<file path="src/rtl/iot_event_arbiter_if.sv">
// Event bus between the device status lines, the arbiter and the monitor counter.
// master: the side that drives status/stall and consumes issued events.
// slave:  the arbiter itself.
interface iot_event_arbiter_if #(
  parameter int N_DEV = 8
);
  localparam int ID_W = (N_DEV > 1) ? $clog2(N_DEV) : 1;

  logic [N_DEV-1:0] dev_status;
  logic             stall;
  logic             change;
  logic             on_off;
  logic [ID_W-1:0]  dev_id;
  logic             busy;

  modport master (
    output dev_status, stall,
    input  change, on_off, dev_id, busy
  );

  modport slave (
    input  dev_status, stall,
    output change, on_off, dev_id, busy
  );
endinterface

</file>
<file path="src/rtl/iot_event_arbiter.sv">
// Synchronises N_DEV asynchronous device status lines, converts each edge into a
// per-device pending connect/disconnect event, and issues at most one event per
// clock in round-robin order as a registered change/on_off/dev_id pulse.
module iot_event_arbiter #(
  parameter int N_DEV       = 8,
  parameter int SYNC_STAGES = 2
) (
  input logic               clk,
  input logic               rst,
  iot_event_arbiter_if.slave bus
);
  localparam int ID_W = (N_DEV > 1) ? $clog2(N_DEV) : 1;

  logic [N_DEV-1:0] sync_reg [SYNC_STAGES];
  logic [N_DEV-1:0] sync_out;
  logic [N_DEV-1:0] prev_reg;
  logic [N_DEV-1:0] pending_reg;
  logic [N_DEV-1:0] pending_next;
  logic [N_DEV-1:0] dir_reg;
  logic [N_DEV-1:0] dir_next;
  logic [N_DEV-1:0] edge_w;
  logic [N_DEV-1:0] granted;
  logic [ID_W-1:0]  rr_ptr_reg;
  logic [ID_W-1:0]  grant_idx;
  logic [ID_W-1:0]  cand;
  logic             grant_valid;
  logic             change_reg;
  logic             on_off_reg;
  logic [ID_W-1:0]  dev_id_reg;

  // Synchroniser chain per status line; last stage is the clean level.
  always_ff @(posedge clk or posedge rst) begin
    if (rst) begin
      for (int k = 0; k < SYNC_STAGES; k++) sync_reg[k] <= '0;
    end else begin
      sync_reg[0] <= bus.dev_status;
      for (int k = 1; k < SYNC_STAGES; k++) sync_reg[k] <= sync_reg[k-1];
    end
  end

  assign sync_out = sync_reg[SYNC_STAGES-1];

  // Per-device edge detection and pending/direction bookkeeping.
  // A granted device keeps a pending event only if a new edge arrives in the same
  // cycle; an ungranted device toggles pending on an edge, so opposite edges cancel.
  genvar gi;
  generate
    for (gi = 0; gi < N_DEV; gi++) begin : g_dev
      assign edge_w[gi]       = sync_out[gi] ^ prev_reg[gi];
      assign granted[gi]      = grant_valid && (grant_idx == ID_W'(gi));
      assign pending_next[gi] = granted[gi] ? edge_w[gi]
                              : (edge_w[gi] ? ~pending_reg[gi] : pending_reg[gi]);
      assign dir_next[gi]     = (edge_w[gi] && (granted[gi] || !pending_reg[gi]))
                              ? sync_out[gi] : dir_reg[gi];
    end
  endgenerate

  // Round-robin search starting just after the last granted index.
  // Walking the offsets downward lets the nearest pending device win.
  always_comb begin
    grant_valid = 1'b0;
    grant_idx   = '0;
    cand        = '0;
    if (!bus.stall) begin
      for (int k = N_DEV; k >= 1; k--) begin
        cand = ID_W'((int'(rr_ptr_reg) + k) % N_DEV);
        if (pending_reg[cand]) begin
          grant_valid = 1'b1;
          grant_idx   = cand;
        end
      end
    end
  end

  // Event state registers; prev starts at 0 so lines high at release announce themselves.
  always_ff @(posedge clk or posedge rst) begin
    if (rst) begin
      prev_reg    <= '0;
      pending_reg <= '0;
      dir_reg     <= '0;
    end else begin
      prev_reg    <= sync_out;
      pending_reg <= pending_next;
      dir_reg     <= dir_next;
    end
  end

  // Registered event outputs and round-robin pointer; on_off/dev_id hold between grants.
  always_ff @(posedge clk or posedge rst) begin
    if (rst) begin
      change_reg <= 1'b0;
      on_off_reg <= 1'b0;
      dev_id_reg <= '0;
      rr_ptr_reg <= ID_W'(N_DEV - 1);
    end else if (grant_valid) begin
      change_reg <= 1'b1;
      on_off_reg <= dir_reg[grant_idx];
      dev_id_reg <= grant_idx;
      rr_ptr_reg <= grant_idx;
    end else begin
      change_reg <= 1'b0;
    end
  end

  assign bus.change = change_reg;
  assign bus.on_off = on_off_reg;
  assign bus.dev_id = dev_id_reg;
  assign bus.busy   = |pending_reg;
endmodule

</file>
<file path="src/flat_wrapper.sv">
// flat-port wrapper written by rule: the top's interface ports become plain ports
module iot_event_arbiter_flat 
#(
  parameter int N_DEV       = 8,
  parameter int SYNC_STAGES = 2
)
  (clk, rst, bus_dev_status, bus_stall, bus_change, bus_on_off, bus_dev_id, bus_busy);
  iot_event_arbiter_if #(.N_DEV(N_DEV)) bus_i ();
  input logic clk;
  input logic rst;
  input wire logic [$bits(bus_i.dev_status)-1:0] bus_dev_status;
  input wire logic [$bits(bus_i.stall)-1:0] bus_stall;
  output wire logic [$bits(bus_i.change)-1:0] bus_change;
  output wire logic [$bits(bus_i.on_off)-1:0] bus_on_off;
  output wire logic [$bits(bus_i.dev_id)-1:0] bus_dev_id;
  output wire logic [$bits(bus_i.busy)-1:0] bus_busy;
  assign bus_i.dev_status = bus_dev_status;
  assign bus_i.stall = bus_stall;
  assign bus_change = bus_i.change;
  assign bus_on_off = bus_i.on_off;
  assign bus_dev_id = bus_i.dev_id;
  assign bus_busy = bus_i.busy;
  iot_event_arbiter #(.N_DEV(N_DEV), .SYNC_STAGES(SYNC_STAGES)) u_core (.clk(clk), .rst(rst), .bus(bus_i));
endmodule
</file>
<file path="config.mk">
export PLATFORM = sky130hd
export DESIGN_NAME = iot_event_arbiter_flat
export DESIGN_NICKNAME = d
export VERILOG_FILES = /design/src/rtl/iot_event_arbiter_if.sv /design/src/rtl/iot_event_arbiter.sv /design/src/flat_wrapper.sv
export SDC_FILE = /design/constraint.sdc
export NUM_CORES = 1
export LEC_CHECK = 0
export BUFFER_PORTS_ARGS = -buffer_cell sky130_fd_sc_hd__buf_4
export CORE_ASPECT_RATIO = 0.7
export CORE_MARGIN = 2
export CORE_UTILIZATION = 33
export CTS_CLUSTER_SIZE = 30
export DETAILED_ROUTE_END_ITERATION = 10
export GPL_ROUTABILITY_DRIVEN = 0
export SYNTH_ARGS = -nofsm -noshare
export SYNTH_HDL_FRONTEND = slang
export SYNTH_SLANG_ARGS = --single-unit
</file>
<file path="constraint.sdc">
create_clock -name clk -period 7.05 [get_ports clk]
set_input_delay 0.3525 -clock clk [delete_from_list [all_inputs] [get_ports clk]]
set_output_delay 0.3525 -clock clk [all_outputs]
set_load 0.005 [all_outputs]
</file>
# --- After elaboration in Yosys (flattened, before gate mapping) ---
# Index checks and enable logic that the tools add are counted.
word_totals:
  register_bits: 48
  in_bits: 11
  output_inout_bits: 6
  wordCells: 158
classes:
  n_addsub: 8
  order_cmp: 9
  n_eq_ne: 7
  muxes: 53
  bitwise: 16
  reduce_logical: 42
op_table:
  columns: ["operator", "count"]
  rows:
  - ["3-bit by 4-bit less-than comparator with 1-bit output (second input constant)", 9]
  - ["1-bit two-way mux", 35]
  - ["1-bit binary-select mux with 3-bit select", 9]
  - ["3-bit two-way mux", 9]
  - ["1-bit logical AND", 16]
  - ["2-bit nonzero test", 8]
  - ["3-bit adder (second input constant)", 4]
  - ["3-bit == test (second input constant)", 4]
  - ["1-bit zero test", 8]
  - ["1-bit logical OR", 8]
  - ["1-bit inverter", 8]
  - ["8-bit OR reduction", 1]
  - ["1-bit bitwise XOR", 8]
  - ["3-bit by 1-bit adder with 3-bit output (second input constant)", 2]
  - ["3-bit by 2-bit adder with 3-bit output (second input constant)", 2]
  - ["3-bit by 2-bit == test with 1-bit output (second input constant)", 2]
  - ["3-bit by 1-bit == test with 1-bit output (second input constant)", 1]
  - ["3-bit zero test", 1]

# --- Longest topological paths before layout ---
depth:
  word_depth: 16
  mapped_depth: 15
  ltp_nobuf: 10

# --- Worst setup path before layout ---
# Ideal clock, no wire load.
synth_timing:
  kind: "flip-flop to flip-flop"
  from: "register u_core.rr_ptr_reg[1]"
  to: "register u_core.dir_reg[5]"
  setup_time_ns: 0.119
  arrival_time_ns: 4.055
  t_required_ns: 6.931
  slack_ns: 2.875
  path_stages_with_launch: 14
  n_path_buf: 3
  period_less_slack_ns: 4.175
  cell_sequence: "dfstp_2 > buf_2 > clkbuf_1 > inv_1 > ha_1 > buf_6 > mux4_2 > mux2_2 > or4_1 > a21o_1 > a211o_4 > o31ai_4 > a21oi_1 > a2bb2oi_2"
synth_via:
  elab_chain_len: 16
  elab_cells_between_ends: 46
  cone_classes: "add/sub: 8; eq/ne: 1; mux: 34; reduce/logical: 3"
synth_rtl:
  columns: ["element", "line_no", "text"]
  rows:
  - ["from (decl)", "iot_event_arbiter.sv:23", "logic [ID_W-1:0] rr_ptr_reg;"]
  - ["from (signal assigned)", "iot_event_arbiter.sv:94", "rr_ptr_reg <= ID_W'(N_DEV - 1);"]
  - ["from (signal assigned)", "iot_event_arbiter.sv:99", "rr_ptr_reg <= grant_idx;"]
  - ["3-bit by 1-bit adder with 3-bit output", "iot_event_arbiter.sv:66", "cand = ID_W'((int'(rr_ptr_reg) + k) % N_DEV);"]
  - ["1-bit binary-select mux with 3-bit select", "iot_event_arbiter.sv:67", "if (pending_reg[cand]) begin"]
  - ["1-bit two-way mux (implied by the code)", "iot_event_arbiter.sv:67", null]
  - ["3-bit two-way mux (8 in a row)", "iot_event_arbiter.sv:67", null]
  - ["3-bit two-way mux", "iot_event_arbiter.sv:64", "if (!bus.stall) begin"]
  - ["3-bit == test", "iot_event_arbiter.sv:50", "assign granted[gi] = grant_valid && (grant_idx == ID_W'(gi));"]
  - ["1-bit logical AND (*)", "iot_event_arbiter.sv:50", null]
  - ["1-bit logical OR (*)", "iot_event_arbiter.sv:53", "assign dir_next[gi] = (edge_w[gi] && (granted[gi] || !pending_reg[gi]))"]
  - ["1-bit logical AND (*)", "iot_event_arbiter.sv:53", null]
  - ["to (signal assigned)", "iot_event_arbiter.sv:84", "dir_reg <= dir_next;"]
  - ["to (decl)", "iot_event_arbiter.sv:19", "logic [N_DEV-1:0] dir_reg;"]
# Mark *: on every way between the ends. The rest lies on a longest branch, timed or not. The select of a mux whose other input is x is not followed.
# A chain may end at the register's enable or synchronous reset.

# --- Final worst setup path ---
layout_timing:
  from: "register u_core.rr_ptr_reg[0]"
  to: "register u_core.dir_reg[6]"
# Same word-level chain as after synthesis.

==> out/results.tsv <==
stage	metric	value	unit
floorplan	core	7973	um^2
global_routing	grt_max_degree	49	
critical_path	worstSetupEndpointType	flop	
clock_tree	clk_latency	280	ps
clock_tree	hold_buffers	0	
critical_path	crit_family	simple AND/OR/NAND/NOR gates	
route	drc_errors	0	
timing	maxSlewViolCount	0	
critical_path	ff2ff_setup_slack	2430	ps
run_status	status	completed	
min_path	whs_path_depth	1	
final_layout	final_cell_mix	dfrtp_1 (45), inv_1 (17), buf_4 (16), xnor2_1 (15), nand2_1 (14)	
critical_path	crit_path_start_kind	flop	
clock_tree	root_buffer	clkbuf_16	
critical_path	worst-path-buf-inv	1	
floorplan	die_h	80.28	um
critical_path	max_stage_delay	870	ps
clock_tree	post_cts_resized	0	
synthesis	synth_warnings	0	
final_layout	drive_above_1_share	0.2410	
timing	fin_crit_sh	0.6549	
synthesis	syn-cell-area	2743	um^2
final_layout	diodes	0	
final_layout	finalNetCount	261	
timing	setup_violations	0	
critical_path	slowest_stage	dfstp_2	
floorplan	num_io_pins	17	
clock_tree	cts.sinks	48	
job	drv_cap	0	
global_routing	grt_pass1_vias	1862	
synthesis	ys_seq_elements	48	
critical_path	worst_r2r_path_depth	10	
clock_tree	cts_tree	yes	
route	dr.pass1.iters	4	
floorplan	dieArea	9068	um^2
critical_path	crit_type	flop to flop	
critical_path	crit_required	7230	ps
timing	relSlewSlack	0.3634	
clock_tree	clk_pin_slew	60	ps
critical_path	crit_top_cell	o311ai_1	
route	routed_via_density	5.289	
synthesis	synthFlopType	dfrtp_1	
floorplan	die_x	113.0	um
timing	fin_crit	4617	ps
clock_tree	numCtsBuffers	5	
min_path	hold_path.startpoint	bus_dev_status[7]	
clock_tree	cts-htree-levels	2	
placed_design	io_buffers	16	
final_layout	syn2layout_area_growth	12.32	%
route	wl_per_cell	15.93	um
synthesis	synthArstFlopShare	1.000	
timing	hold_viol_final	0	
min_path	hold_end	u_core.sync_reg[15]$_DFF_PP0_	
global_routing	grt_pass1_wl	9.501	mm
synthesis	syn_nets	249	
timing	finalClockSkew	2.625	ps
synthesis	syn-mean-instance-area	11.62	um^2
global_routing	overflow	0	
timing	rsz0062_at_grt	false	
global_routing	track_usage	0.1324	
placed_design	dp_hpwl	4.022	mm
critical_path	path_cells	inv_1 > ha_1 > mux4_2 > mux2_2 > or4_1 > o311ai_1 > o211a_1 > nor4b_2 > nor2b_1 > o311ai_1	
critical_path	rr_startpoint	u_core.rr_ptr_reg[0]$_DFFE_PP1P_	
synthesis	synth_cell_types	60	
route	drtAntennaViolNets	0	
route	vias	1851	
route	wl	5.574	mm
floorplan	start_util	0.3440	
route	drtIter0Drc	120	
clock_tree	clock_path_buffers	2	
floorplan	num_rows	27	
critical_path	cp_data_arrival_time	4800	ps
synthesis	syn_inst	236	
global_routing	antenna_found_initial	0	
timing	tightestPinTransition	953.5	ps
timing	tns	0	ps
clock_tree	cts_setup_buffers	0	
min_path	hp-class	input pin to flop	
timing	max_freq	0.2166	GHz
critical_path	r2r_end	u_core.dir_reg[6]$_DFFE_PP0P_	
critical_path	cp_max_fo	22	
synthesis	seq_area_frac_synth	0.4393	
synthesis	synth-edff-count	0	
final_layout	final_common_cell	dfrtp_1	
## cells in the mapped netlist (all sizes together) (3+ instances only)
cell / instances / area, um^2
o311ai: 4 / 35.04
buf: 9 / 53.80
a31oi: 3 / 18.77
dfrtp: 45 / 1126
a21o: 5 / 37.54
mux2: 11 / 123.9
a21oi: 11 / 58.81
nor2: 5 / 18.77
and2: 3 / 18.77
nand2b: 4 / 25.02
dfstp: 3 / 78.83
nand2: 14 / 52.55
nand3: 3 / 15.01
o21ai: 9 / 45.04
mux4: 12 / 270.3
nor2b: 5 / 31.28
o31ai: 3 / 50.05
xor2: 4 / 35.03
xnor2: 15 / 131.4
inv: 19 / 71.31
a31o: 3 / 26.28
a211oi: 6 / 62.56
mux2i: 5 / 50.05
## worst register-to-register path: stages, from the launching register on
cell	delay (ps)
dfstp_2	870
inv_1	220
ha_1	520
mux4_2	600
mux2_2	350
or4_1	540
o311ai_1	100
o211a_1	630
nor4b_2	350
nor2b_1	110
o311ai_1	230
## stage by stage
step                setup slack, ps    util  cell area [um^2]  hold slack, ps  std cells
finish                         2433  0.3864              3080           173.8        350
global route                   2150  0.3864              3080           164.9        350
CTS                            2444  0.3864              3080           168.5        350
detailed placement             2418  0.3672              2928           335.7        342
global placement               2621  0.3672              2928           333.5        342
floorplan                      2875       -              2743           331.2        236
## worst max-delay path by stage
stage | start | end | slack, ps | cells past startpoint
final | u_core.rr_ptr_reg[0]$_DFFE_PP1P_ | u_core.dir_reg[6]$_DFFE_PP0P_ | 2430 | 10
after global routing | u_core.rr_ptr_reg[0]$_DFFE_PP1P_ | u_core.dir_reg[6]$_DFFE_PP0P_ | 2150 | 10
after CTS | u_core.rr_ptr_reg[0]$_DFFE_PP1P_ | u_core.dir_reg[6]$_DFFE_PP0P_ | 2440 | 10
after detailed placement | u_core.rr_ptr_reg[0]$_DFFE_PP1P_ | u_core.dir_reg[6]$_DFFE_PP0P_ | 2420 | 10
after global placement | u_core.rr_ptr_reg[0]$_DFFE_PP1P_ | u_core.dir_reg[6]$_DFFE_PP0P_ | 2620 | 10
after floorplan | u_core.rr_ptr_reg[1]$_DFFE_PP1P_ | u_core.dir_reg[5]$_DFFE_PP0P_ | 2880 | 13
## per-layer routing
layer,up-vias,routed length (um),global-route usage
li1,892,-,-
met1,916,2818,0.1927
met2,41,2502,0.2084
met3,2,232,0.02038
met4,0,20,0.03049
met5,-,0,0
## logic make-up after synthesis
logic type,count (synthesis),share of synthesized area
compound gates,62,0.1866
flops,48,0.4393
simple gates,47,0.09398
buf+inv,30,0.04836
mux,28,0.1620
xor+xnor,19,0.06068
fa+ha+maj,2,0.009123
## area by class of cell
type,instances,area [um^2]
Clock buffer,6,138.9
Fill cell,782,4892
Inverter,19,71.32
Multi-Input combinational cell,158,1405
Sequential cell,48,1205
Tap cell,101,126.4
Clock inverter,2,13.76
Timing Repair Buffer,16,120.1
Power is left out: the tool's default activity adds up to more than one toggle a clock period on the data nets, which glitch-free logic cannot reach.
